[src/rtl/mmio_uart_fifo.sv]
`default_nettype none
// ============================================================================
// mmio_uart_fifo : MMIO UART with TX/RX FIFOs, runtime frame format, W1C status
// Optional build macro UART_LOOPBACK_EN enables the CTRL[6] internal loopback.
// Revision: 1.0
// ============================================================================
module mmio_uart_fifo #(
    parameter int A_WIDTH   = 8,
    parameter int D_WIDTH   = 32,
    parameter int TX_DEPTH  = 16,
    parameter int RX_DEPTH  = 16,
    parameter int DIV_WIDTH = 16
) (
    input  logic               clk_i,
    input  logic               rst_n_i,
    input  logic               wr_en_i,
    input  logic [A_WIDTH-1:0] wr_addr_i,
    input  logic [D_WIDTH-1:0] wr_data_i,
    input  logic               rd_en_i,
    input  logic [A_WIDTH-1:0] rd_addr_i,
    output logic [D_WIDTH-1:0] rd_data_o,
    input  logic               rx_i,
    output logic               tx_o,
    output logic               irq_o
);
    localparam int TAW = $clog2(TX_DEPTH);
    localparam int TCW = TAW + 1;
    localparam int RAW = $clog2(RX_DEPTH);
    localparam int RCW = RAW + 1;

    typedef enum logic [2:0] {IDLE = 3'd0, START = 3'd1, DATA = 3'd2, PARITY = 3'd3, STOP = 3'd4} state_t;

    function automatic logic [DIV_WIDTH-1:0] eff_div(input logic [DIV_WIDTH-1:0] d);
        return (d < DIV_WIDTH'(4)) ? DIV_WIDTH'(4) : d;
    endfunction

    function automatic logic [7:0] data_mask(input logic [1:0] db);
        return 8'hFF >> (2'd3 - db);
    endfunction

    logic [DIV_WIDTH-1:0] div_q;
    logic       en, par_en, par_odd, stop2, ie_rx, ie_tx, ie_err;
    logic [1:0] dbits;
    logic       tx_ovf, rx_ovr, frm_seen, par_seen;
    logic       tx_bit, rx_src;
`ifdef UART_LOOPBACK_EN
    logic       lpbk;
`endif

    logic [2:0] wr_sel, rd_sel;
    logic       wr_div, wr_ctrl, wr_txd, wr_stat;
    logic       unused;
    assign wr_sel  = wr_addr_i[4:2];
    assign rd_sel  = rd_addr_i[4:2];
    assign wr_div  = wr_en_i && (wr_sel == 3'd0);
    assign wr_ctrl = wr_en_i && (wr_sel == 3'd1);
    assign wr_txd  = wr_en_i && (wr_sel == 3'd2);
    assign wr_stat = wr_en_i && (wr_sel == 3'd4);
    assign unused  = ^{wr_addr_i, rd_addr_i, wr_data_i};

    // ---------------- TX FIFO ----------------
    logic [7:0]     tx_mem [TX_DEPTH];
    logic [TAW-1:0] tx_wp, tx_rp;
    logic [TCW-1:0] tx_count;
    logic           tx_full, tx_empty, tx_push, tx_pop, tx_ovf_set;
    logic [7:0]     tx_head;

    assign tx_full    = (tx_count == TCW'(TX_DEPTH));
    assign tx_empty   = (tx_count == '0);
    assign tx_head    = tx_mem[tx_rp];
    assign tx_push    = wr_txd && en && (!tx_full || tx_pop);
    assign tx_ovf_set = wr_txd && en && tx_full && !tx_pop;

    always_ff @(posedge clk_i) begin
        if (tx_push) tx_mem[tx_wp] <= wr_data_i[7:0];
    end

    always_ff @(posedge clk_i or negedge rst_n_i) begin
        if (!rst_n_i) begin
            tx_wp <= '0; tx_rp <= '0; tx_count <= '0;
        end else if (!en) begin
            tx_wp <= '0; tx_rp <= '0; tx_count <= '0;
        end else begin
            if (tx_push) tx_wp <= tx_wp + TAW'(1);
            if (tx_pop)  tx_rp <= tx_rp + TAW'(1);
            case ({tx_push, tx_pop})
                2'b10:   tx_count <= tx_count + TCW'(1);
                2'b01:   tx_count <= tx_count - TCW'(1);
                default: tx_count <= tx_count;
            endcase
        end
    end

    // ---------------- TX engine ----------------
    state_t               tx_state, tx_next;
    logic [DIV_WIDTH-1:0] tx_tick, tx_div;
    logic [2:0]           tx_idx;
    logic                 tx_stop_idx, tx_par, tx_fpar, tx_fstop2;
    logic [1:0]           tx_fdbits;
    logic [7:0]           tx_sh;
    logic                 tx_last;

    assign tx_last = (tx_tick == tx_div - DIV_WIDTH'(1));

    always_comb begin
        tx_next = tx_state;
        tx_pop  = 1'b0;
        case (tx_state)
            IDLE: if (!tx_empty) begin tx_pop = 1'b1; tx_next = START; end
            START: if (tx_last) tx_next = DATA;
            DATA: if (tx_last && tx_idx == {1'b1, tx_fdbits}) tx_next = tx_fpar ? PARITY : STOP;
            PARITY: if (tx_last) tx_next = STOP;
            STOP: if (tx_last && tx_stop_idx == tx_fstop2) begin
                // chain straight into the next START with no idle bit
                if (!tx_empty) begin tx_pop = 1'b1; tx_next = START; end
                else tx_next = IDLE;
            end
            default: tx_next = IDLE;
        endcase
        if (!en) begin
            tx_next = IDLE;
            tx_pop  = 1'b0;
        end
    end

    always_ff @(posedge clk_i or negedge rst_n_i) begin
        if (!rst_n_i) begin
            tx_state <= IDLE; tx_tick <= '0; tx_div <= DIV_WIDTH'(4);
            tx_idx <= '0; tx_stop_idx <= 1'b0; tx_par <= 1'b0;
            tx_fpar <= 1'b0; tx_fstop2 <= 1'b0; tx_fdbits <= '0; tx_sh <= '0;
        end else begin
            tx_state <= tx_next;
            tx_tick  <= (tx_state == IDLE || tx_last || !en) ? '0 : tx_tick + DIV_WIDTH'(1);
            if (tx_pop) begin
                tx_sh       <= tx_head & data_mask(dbits);
                tx_par      <= (^(tx_head & data_mask(dbits))) ^ par_odd;
                tx_div      <= eff_div(div_q);
                tx_fpar     <= par_en;
                tx_fstop2   <= stop2;
                tx_fdbits   <= dbits;
                tx_idx      <= '0;
                tx_stop_idx <= 1'b0;
            end else begin
                if (tx_state == DATA && tx_last) begin
                    tx_sh  <= tx_sh >> 1;
                    tx_idx <= tx_idx + 3'd1;
                end
                if (tx_state == STOP && tx_last) tx_stop_idx <= 1'b1;
            end
        end
    end

    always_comb begin
        tx_bit = 1'b1;
        if (en) begin
            case (tx_state)
                START:   tx_bit = 1'b0;
                DATA:    tx_bit = tx_sh[0];
                PARITY:  tx_bit = tx_par;
                default: tx_bit = 1'b1;
            endcase
        end
    end

`ifdef UART_LOOPBACK_EN
    assign rx_src = lpbk ? tx_bit : rx_i;
    assign tx_o   = lpbk ? 1'b1 : tx_bit;
`else
    assign rx_src = rx_i;
    assign tx_o   = tx_bit;
`endif

    // ---------------- RX engine ----------------
    logic                 rx_s1, rx_s2, rx_prev;
    state_t               rx_state, rx_next;
    logic [DIV_WIDTH-1:0] rx_tick, rx_div;
    logic [2:0]           rx_idx;
    logic [7:0]           rx_sh, rx_data;
    logic                 rx_pe, rx_fpar, rx_fodd, rx_push_req;
    logic [1:0]           rx_fdbits;
    logic                 rx_last, rx_mid;

    assign rx_last = (rx_tick == rx_div - DIV_WIDTH'(1));
    assign rx_mid  = (rx_tick == (rx_div >> 1));
    assign rx_data = rx_sh >> (2'd3 - rx_fdbits);

    always_comb begin
        rx_next     = rx_state;
        rx_push_req = 1'b0;
        case (rx_state)
            IDLE: if (rx_prev && !rx_s2) rx_next = START;
            START: begin
                if (rx_mid && rx_s2) rx_next = IDLE;
                else if (rx_last)    rx_next = DATA;
            end
            DATA: if (rx_last && rx_idx == {1'b1, rx_fdbits}) rx_next = rx_fpar ? PARITY : STOP;
            PARITY: if (rx_last) rx_next = STOP;
            STOP: if (rx_mid) begin rx_next = IDLE; rx_push_req = 1'b1; end
            default: rx_next = IDLE;
        endcase
        if (!en) begin
            rx_next     = IDLE;
            rx_push_req = 1'b0;
        end
    end

    always_ff @(posedge clk_i or negedge rst_n_i) begin
        if (!rst_n_i) begin
            rx_s1 <= 1'b1; rx_s2 <= 1'b1; rx_prev <= 1'b1;
            rx_state <= IDLE; rx_tick <= '0; rx_div <= DIV_WIDTH'(4);
            rx_idx <= '0; rx_sh <= '0; rx_pe <= 1'b0;
            rx_fpar <= 1'b0; rx_fodd <= 1'b0; rx_fdbits <= '0;
        end else begin
            rx_s1    <= rx_src;
            rx_s2    <= rx_s1;
            rx_prev  <= rx_s2;
            rx_state <= rx_next;
            rx_tick  <= (rx_state == IDLE || rx_next != rx_state || rx_last) ? '0 : rx_tick + DIV_WIDTH'(1);
            if (rx_state == IDLE && rx_next == START) begin
                rx_div    <= eff_div(div_q);
                rx_fpar   <= par_en;
                rx_fodd   <= par_odd;
                rx_fdbits <= dbits;
                rx_idx    <= '0;
                rx_pe     <= 1'b0;
            end
            if (rx_state == DATA) begin
                if (rx_mid)  rx_sh  <= {rx_s2, rx_sh[7:1]};
                if (rx_last) rx_idx <= rx_idx + 3'd1;
            end
            if (rx_state == PARITY && rx_mid) rx_pe <= (rx_s2 != ((^rx_data) ^ rx_fodd));
        end
    end

    // ---------------- RX FIFO ----------------
    logic [9:0]     rx_mem [RX_DEPTH];
    logic [RAW-1:0] rx_wp, rx_rp;
    logic [RCW-1:0] rx_count;
    logic           rx_full, rx_empty, rx_push, rx_pop, rx_ovr_set;
    logic [9:0]     rx_head;

    assign rx_full    = (rx_count == RCW'(RX_DEPTH));
    assign rx_empty   = (rx_count == '0);
    assign rx_head    = rx_mem[rx_rp];
    assign rx_pop     = rd_en_i && (rd_sel == 3'd3) && !rx_empty;
    assign rx_push    = rx_push_req && (!rx_full || rx_pop);
    assign rx_ovr_set = rx_push_req && rx_full && !rx_pop;

    always_ff @(posedge clk_i) begin
        if (rx_push) rx_mem[rx_wp] <= {rx_pe, !rx_s2, rx_data};
    end

    always_ff @(posedge clk_i or negedge rst_n_i) begin
        if (!rst_n_i) begin
            rx_wp <= '0; rx_rp <= '0; rx_count <= '0;
        end else if (!en) begin
            rx_wp <= '0; rx_rp <= '0; rx_count <= '0;
        end else begin
            if (rx_push) rx_wp <= rx_wp + RAW'(1);
            if (rx_pop)  rx_rp <= rx_rp + RAW'(1);
            case ({rx_push, rx_pop})
                2'b10:   rx_count <= rx_count + RCW'(1);
                2'b01:   rx_count <= rx_count - RCW'(1);
                default: rx_count <= rx_count;
            endcase
        end
    end

    // ---------------- registers, status, read port, interrupt ----------------
    always_ff @(posedge clk_i or negedge rst_n_i) begin
        if (!rst_n_i) begin
            div_q <= '0; en <= 1'b0; par_en <= 1'b0; par_odd <= 1'b0; stop2 <= 1'b0;
            dbits <= '0; ie_rx <= 1'b0; ie_tx <= 1'b0; ie_err <= 1'b0;
            tx_ovf <= 1'b0; rx_ovr <= 1'b0; frm_seen <= 1'b0; par_seen <= 1'b0;
        end else begin
            if (wr_div) div_q <= wr_data_i[DIV_WIDTH-1:0];
            if (wr_ctrl) begin
                en      <= wr_data_i[0];
                par_en  <= wr_data_i[1];
                par_odd <= wr_data_i[2];
                stop2   <= wr_data_i[3];
                dbits   <= wr_data_i[5:4];
                ie_rx   <= wr_data_i[8];
                ie_tx   <= wr_data_i[9];
                ie_err  <= wr_data_i[10];
            end
            // a new event in the same cycle as its W1C keeps the bit set
            tx_ovf   <= (tx_ovf   && !(wr_stat && wr_data_i[4])) || tx_ovf_set;
            rx_ovr   <= (rx_ovr   && !(wr_stat && wr_data_i[5])) || rx_ovr_set;
            frm_seen <= (frm_seen && !(wr_stat && wr_data_i[6])) || (rx_push_req && !rx_s2);
            par_seen <= (par_seen && !(wr_stat && wr_data_i[7])) || (rx_push_req && rx_pe);
        end
    end

`ifdef UART_LOOPBACK_EN
    always_ff @(posedge clk_i or negedge rst_n_i) begin
        if (!rst_n_i)     lpbk <= 1'b0;
        else if (wr_ctrl) lpbk <= wr_data_i[6];
    end
`endif

    logic [D_WIDTH-1:0] rd_val;
    always_comb begin
        rd_val = '0;
        case (rd_sel)
            3'd0: rd_val[DIV_WIDTH-1:0] = div_q;
            3'd1: begin
                rd_val[5:0]  = {dbits, stop2, par_odd, par_en, en};
                rd_val[10:8] = {ie_err, ie_tx, ie_rx};
`ifdef UART_LOOPBACK_EN
                rd_val[6]    = lpbk;
`endif
            end
            3'd2: begin
                rd_val[8]         = tx_full;
                rd_val[16 +: TCW] = tx_count;
            end
            3'd3: if (!rx_empty) rd_val[10:0] = {rx_head[9:8], 1'b1, rx_head[7:0]};
            3'd4: begin
                rd_val[7:0]       = {par_seen, frm_seen, rx_ovr, tx_ovf, rx_full, rx_empty, tx_empty, tx_full};
                rd_val[16 +: RCW] = rx_count;
            end
            default: rd_val = '0;
        endcase
    end

    always_ff @(posedge clk_i or negedge rst_n_i) begin
        if (!rst_n_i) begin
            rd_data_o <= '0;
            irq_o     <= 1'b0;
        end else begin
            if (rd_en_i) rd_data_o <= rd_val;
            irq_o <= en && ((ie_rx && !rx_empty) ||
                            (ie_tx && tx_empty && tx_state == IDLE) ||
                            (ie_err && (tx_ovf || rx_ovr || frm_seen || par_seen)));
        end
    end

endmodule
`default_nettype wire

[config.mk]
export PLATFORM = sky130hd
export DESIGN_NAME = mmio_uart_fifo
export DESIGN_NICKNAME = d
export VERILOG_FILES = /design/src/rtl/mmio_uart_fifo.sv
export SDC_FILE = /design/constraint.sdc
export NUM_CORES = 1
export LEC_CHECK = 0
export ABC_CLOCK_PERIOD_IN_PS = 3350
export CORE_ASPECT_RATIO = 1.4
export CORE_UTILIZATION = 35
export DETAILED_ROUTE_END_ITERATION = 10
export DONT_BUFFER_PORTS = 1
export PLACE_DENSITY_LB_ADDON = 0.2
export SLEW_MARGIN = 40
export SYNTH_ARGS = -nofsm -noshare
export SYNTH_HDL_FRONTEND = slang
export SYNTH_SLANG_ARGS = --single-unit
[constraint.sdc]
create_clock -name clk_i -period 3.35 [get_ports clk_i]
set_input_delay 1.005 -clock clk_i [delete_from_list [all_inputs] [get_ports clk_i]]
set_output_delay 1.005 -clock clk_i [all_outputs]
set_load 0.05 [all_outputs]
; ---- Word level (Yosys, flattened, before mapping)
; Memory sizes are Yosys's and may differ from the RTL's.
; Cells that the tools add are included.
[word_totals]
n_memories = 2
ff_bits = 183
ramBits = 288
elab_cells = 248
inputBits = 53
output_inout_bits = 34
[memory_table]
columns = name, words, width, read_ports, rd_ports_with_merged_regs, wr, line_no
row1 = rx_mem, 16, 10, 1, 0, 1, 236  ; logic [9:0] rx_mem [RX_DEPTH];
row2 = tx_mem, 16, 8, 1, 0, 1, 62  ; logic [7:0] tx_mem [TX_DEPTH];
[classes]
n_reduce_logical = 76
muxes = 64
add_sub_neg = 16
eq_ne = 41
n_bitwise = 3
shift = 2
order_cmp = 1
[ops]
columns = operator, n
row1 = $mux 3, 20
row2 = $mux 16, 3
row3 = $logic_and 1x1->1, 37
row4 = $add 16x1->16 const B, 2
row5 = $eq 16x16->1, 2
row6 = $mux 4, 8
row7 = $sub 16x1->16 const B, 2
row8 = $pmux 3 s5, 2
row9 = $pmux 5 s2, 3
row10 = $pmux 6 s4, 1
row11 = $eq 3x2->1 const B, 7
row12 = $add 4x1->4 const B, 4
row13 = $eq 16x15->1, 1
row14 = $lt 16x3->1 const B, 1
row15 = $mux 1, 16
row16 = $mux 8, 2
row17 = $reduce_xor 8->1, 2
row18 = $eq 3x1->1 const B, 5
row19 = $logic_or 1x1->1, 15
row20 = $mux 5, 3
row21 = $ne 3x3->1 const B, 5
row22 = $eq 3x3->1 const B, 4
row23 = $logic_not 3->1, 4
row24 = $pmux 2 s3, 2
row25 = 26 further kinds, 52

; ---- Logic depth before layout (Yosys ltp)
[depth]
word_depth = 11
mapped_depth = 14
mapped_depth_nobuf = 14

; ---- Worst setup path before layout
; OpenSTA, ideal clock, no wires.
[synth_timing]
kind = register to register
start = register tx_div[0]
end = memory tx_mem[11][0] (enable)
t_arrival_ns = 3.315
stages_incl_launch_ff = 13
path_slack_ns = -0.297
setup_ns = 0.332
synth_period_minus_slack_ns = 3.647
required_time_ns = 3.018
path_buffers = 1
path_cell_list = dfrtp_1 > inv_1 > ha_1 > or4b_4 > a2111oi_4 > o21ai_1 > a211o_1 > a2111oi_2 > o21ai_2 > a21oi_2 > buf_4 > nor3b_2 > and2_1
[synth_between]
elab_chain_cells = 10
[synth_rtl]
columns = item, line_no
row1 = start: declaration, 96  ; logic [DIV_WIDTH-1:0] tx_tick, tx_div;
row2 = start signal: assignment, 137  ; tx_div <= eff_div(div_q);
row3 = $sub 16x1->16, 103  ; assign tx_last = (tx_tick == tx_div - DIV_WIDTH'(1));
row4 = $eq 16x16->1, 103
row5 = $logic_and 1x1->1, 113  ; STOP: if (tx_last && tx_stop_idx == tx_fstop2) begin
row6 = $mux 1, 113
row7 = $pmux 1 s2, 108  ; case (tx_state)
row8 = $mux 1, 120  ; if (!en) begin
row9 = $logic_or 1x1->1, 71  ; assign tx_push = wr_txd && en && (!tx_full || tx_pop);
row10 = $logic_and 1x1->1, 71
row11 = $mux 1, 75  ; if (tx_push) tx_mem[tx_wp] <= wr_data_i[7:0];
row12 = $mux 1 (implied by the code), 75
row13 = end: declaration, 62
; No other way between the ends.

; ---- Worst setup path after layout
[layout_timing]
start = register tx_div[0]
end = memory tx_mem[8][4] (enable)
; Same word-level chain as after synthesis.

==> flow_summary.toml <==
[clock_network]
clock_sinks = 471
clkTransAtPathRegs_ps = 60
clk_latency_ps = 590
htree_levels = 2
cts_buffer_depth = 3
cts_buffers = 47
clock-root-buffer = "clkbuf_16"
cts_tree = "done"

[grt]
grt_max_degree = 184
grt_pass1_vias = 13524
grt_first_pass_wirelength_um = 81300
gr-usage-all-layers = 0.173
antenna_found_initial = 1
overflow = 0

[routing]
initialDrtViolationCount = 660
wl_per_cell_um = 21.1
antenna_left = 0
via_count = 12779
wl_um = 52900
drc_errors = 0
viasPerCell = 5.11
dr.pass1.iters = 5

[placement]
port_buffers = 0
dp_slack_ps = -265
dp.cells = 2406
placed_area_mm2 = 0.0234
gp_congestion = 0.816
dp_hpwl_um = 36700

[sta]
hold_ws_ps = 117
relSlewSlack = 0.474
finalHoldViolCount = 0
rsz0062_at_grt = "true"
fin_crit_ps = 3500
tightest_slew_ps = 782
maxSlewViolCount = 0
setup_violations = 131
finalCritPeriodShare = 1.05
final.setup.worst_slack_ps = -155
clock.fmax_ghz = 0.285
clock_skew_ps = 22.4

[pwr]
swShare = 0.295
irDropWorstVdd_uv = 390
p_seq_frac = 0.430
pwr-share-clk = 0.338
leakage_nw = 9.48
comb_power_share = 0.232
p_switching_mw = 5.03
powerDensity_mw_per_mm2 = 673
intPower_mw = 12.0

[floorplan]
dieArea_mm2 = 0.0625
fp.dieW_um = 212
core_mm2 = 0.0608
die_y_um = 295
ioPinCount = 87
num_rows = 107
start_util = 0.354

[yosys]
synth-main-ff-cell = "edfxtp_1"
synth_edf_count = 288
ys_types = 85
synth-simple-area-share = 0.0952
syn_inst = 1538
seq_area_frac_synth = 0.615
async_flop_share = 0.389
syn_avg_cell_area_um2 = 14.0
yosys_warnings = 0
synth-compound-area-share = 0.0663
ys_seq_elements = 471
synth.most_common_cell = "edfxtp_1"
synthMuxAreaShare = 0.135
synth_top_cell_by_area = "edfxtp_1"
synth_xor_area_frac = 0.0476
synth_commonest_cells = "288 x edfxtp_1, 178 x dfrtp_1, 114 x nor2_1"
synthTopCellsByArea = "edfxtp_1 40%, dfrtp_1 21%, mux4_2 7.3%"
synth_top_family_by_area = "multiplexers"
synth_fa_ha_area_frac = 0.0131
synth_top_area_frac = 0.402
synth_area_mm2 = 0.0215

[critical_path]
cp.arrival_ps = 3790
crit_path_end_kind = "flip-flop"
reg2reg_to = "tx_mem[8][4]"
rr_startpoint = "tx_div[0]"
cp-startpoint = "tx_div[0]"
slowest_delay_ps = 500
worstPathCellList = "inv_2 -> ha_4 -> or4b_4 -> buf_6 -> nor4_4 -> xor2_1 -> nand3_2 -> a2111oi_4 -> buf_4 -> o21ai_4 -> a21oi_4 -> buf_6 -> nor3b_4 -> and2_4"
r2r_cells = 14
r2r_slack_ps = -150
required_ps = 3640
cp_slowest_cell = "or4b_4"
cp-start-kind = "flip-flop"
worstSetupPathType = "reg -> reg"
cp_common_cell = "buf_6"
critPathMaxFanout = 8
crit_path_end = "tx_mem[8][4]"

[layout]
utilization = 0.417
final_cells = 2503
nets = 1720
drive_above_1_share = 0.248
synthToLayoutAreaGrowth_pct = 17.8
stdcell_area_mm2 = 0.0253

[flow_run]
max_cap_violations = 0

[hold_path]
hold_class = "in -> async"

[run_status]
violations = "setup timing"
outcome = "complete, but fails checks"
[layer usage]
| layer | GRT usage | vias up | wire (um) |
|---|---|---|---|
| li1 | - | 5970 | - |
| met1 | 0.204 | 6474 | 21200 |
| met2 | 0.313 | 242 | 27500 |
| met3 | 0.0328 | 93 | 2410 |
| met4 | 0.0620 | 0 | 1760 |
| met5 | 0 | - | 0 |
[per-stage QoR]
step	power (mW)	setup TNS, ps
final	17.1	-12940
after global routing	17.9	-28410
after CTS	17.1	-16670
after detailed placement	11.2	-20060
after global placement	11.1	-15620
after floorplan	9.90	0
[worst min path at each step]
stage | start | to | slack [ps] | depth (start not counted)
finish | rst_n_i | tx_tick[13] | 120 | 0
global route | rst_n_i | tx_tick[12] | 80 | 0
CTS | rst_n_i | tx_tick[13] | 70 | 0
detailed placement | rx_s1 | rx_s2 | 350 | 0
global placement | rx_s1 | rx_s2 | 350 | 0
floorplan | rx_s1 | rx_s2 | 350 | 0
[cells in the final DEF, fill, tap and decap left out, types with 7 or more instances in the layout]
| cell | n |
|---|---|
| ha_1 | 18 |
| nor4_1 | 8 |
| and3_1 | 15 |
| buf_4 | 120 |
| mux2_1 | 8 |
| o21ai_1 | 7 |
| mux2i_1 | 59 |
| edfxtp_1 | 288 |
| o21ai_0 | 40 |
| bufinv_16 | 8 |
| and2_4 | 12 |
| o2bb2ai_1 | 7 |
| clkinv_2 | 9 |
| o211ai_1 | 7 |
| mux4_2 | 70 |
| a22oi_1 | 7 |
| nand2_1 | 77 |
| mux2_2 | 58 |
| and2_1 | 19 |
| nor3b_1 | 8 |
| xnor2_1 | 72 |
| conb_1 | 11 |
| nand4_1 | 9 |
| nor2_1 | 114 |
| dfrtp_1 | 176 |
| a21oi_1 | 44 |
| clkbuf_16 | 49 |
| xor2_1 | 45 |
| nor3_1 | 24 |
| nand3_1 | 43 |
| inv_1 | 36 |
| nand2b_1 | 12 |
| a221oi_1 | 18 |
| buf_12 | 15 |
| nor2b_1 | 9 |
[cell families after synthesis]
group                      after synthesis
DFF                                    471
and+or+nand+nor                        399
AOI/OAI and AO/OA                      202
muxes                                  195
buffers and inverters                  131
xor gates and xnor gates               117
adders and majority gates               22
other                                    1
[registers in the layout (all words and copies together) (netlist names), 8 cells and up]
name       flops
tx_div        16
div_q         16
tx_mem       128
tx_tick       16
rx_tick       16
tx_sh          8
rx_div        16
rx_mem       160
rd_data_o     21
rx_sh          8
[cell type report]
class / instances / area, um^2
antenna: 2 / 5.00
clock buffer: 61 / 1330
clock inverter: 27 / 373
fill: 5609 / 35400
inverter: 39 / 146
multi-input combinational: 946 / 7970
sequential: 471 / 13200
tap: 817 / 1020
timing repair buffer: 140 / 1260
[power by group through the flow]
stage                     Sequential (mW)  Clock [mW]  Combinational (mW)
after floorplan                      7.20           0                2.70
after detailed placement             7.44           0                3.74
final                                7.33        5.77                3.97
after global placement               7.43           0                3.68
after CTS                            7.33        5.94                3.86
after global routing                 7.41        6.14                4.34
[what timing repair did]
item / in CTS / in global routing
hold endpoints to repair: 0 / 0
hold buffers: 0 / 0
gates resized for setup: 24 / 21
pin swaps: 12 / 9
gates cloned: 0 / 0
endpoints found under the setup margin: 135 / 139
setup buffers: 7 / 5
[critical path, delay by kind of cell, from the launching register on]
kind            cells  cell delay, ps
compound gates      3             620
xor+xnor            1             210
fa+ha+maj           1             130
buf+inv             4             550
flops               1             390
simple gates        5            1310
No activity file was read; power rests on OpenSTA's default activity.
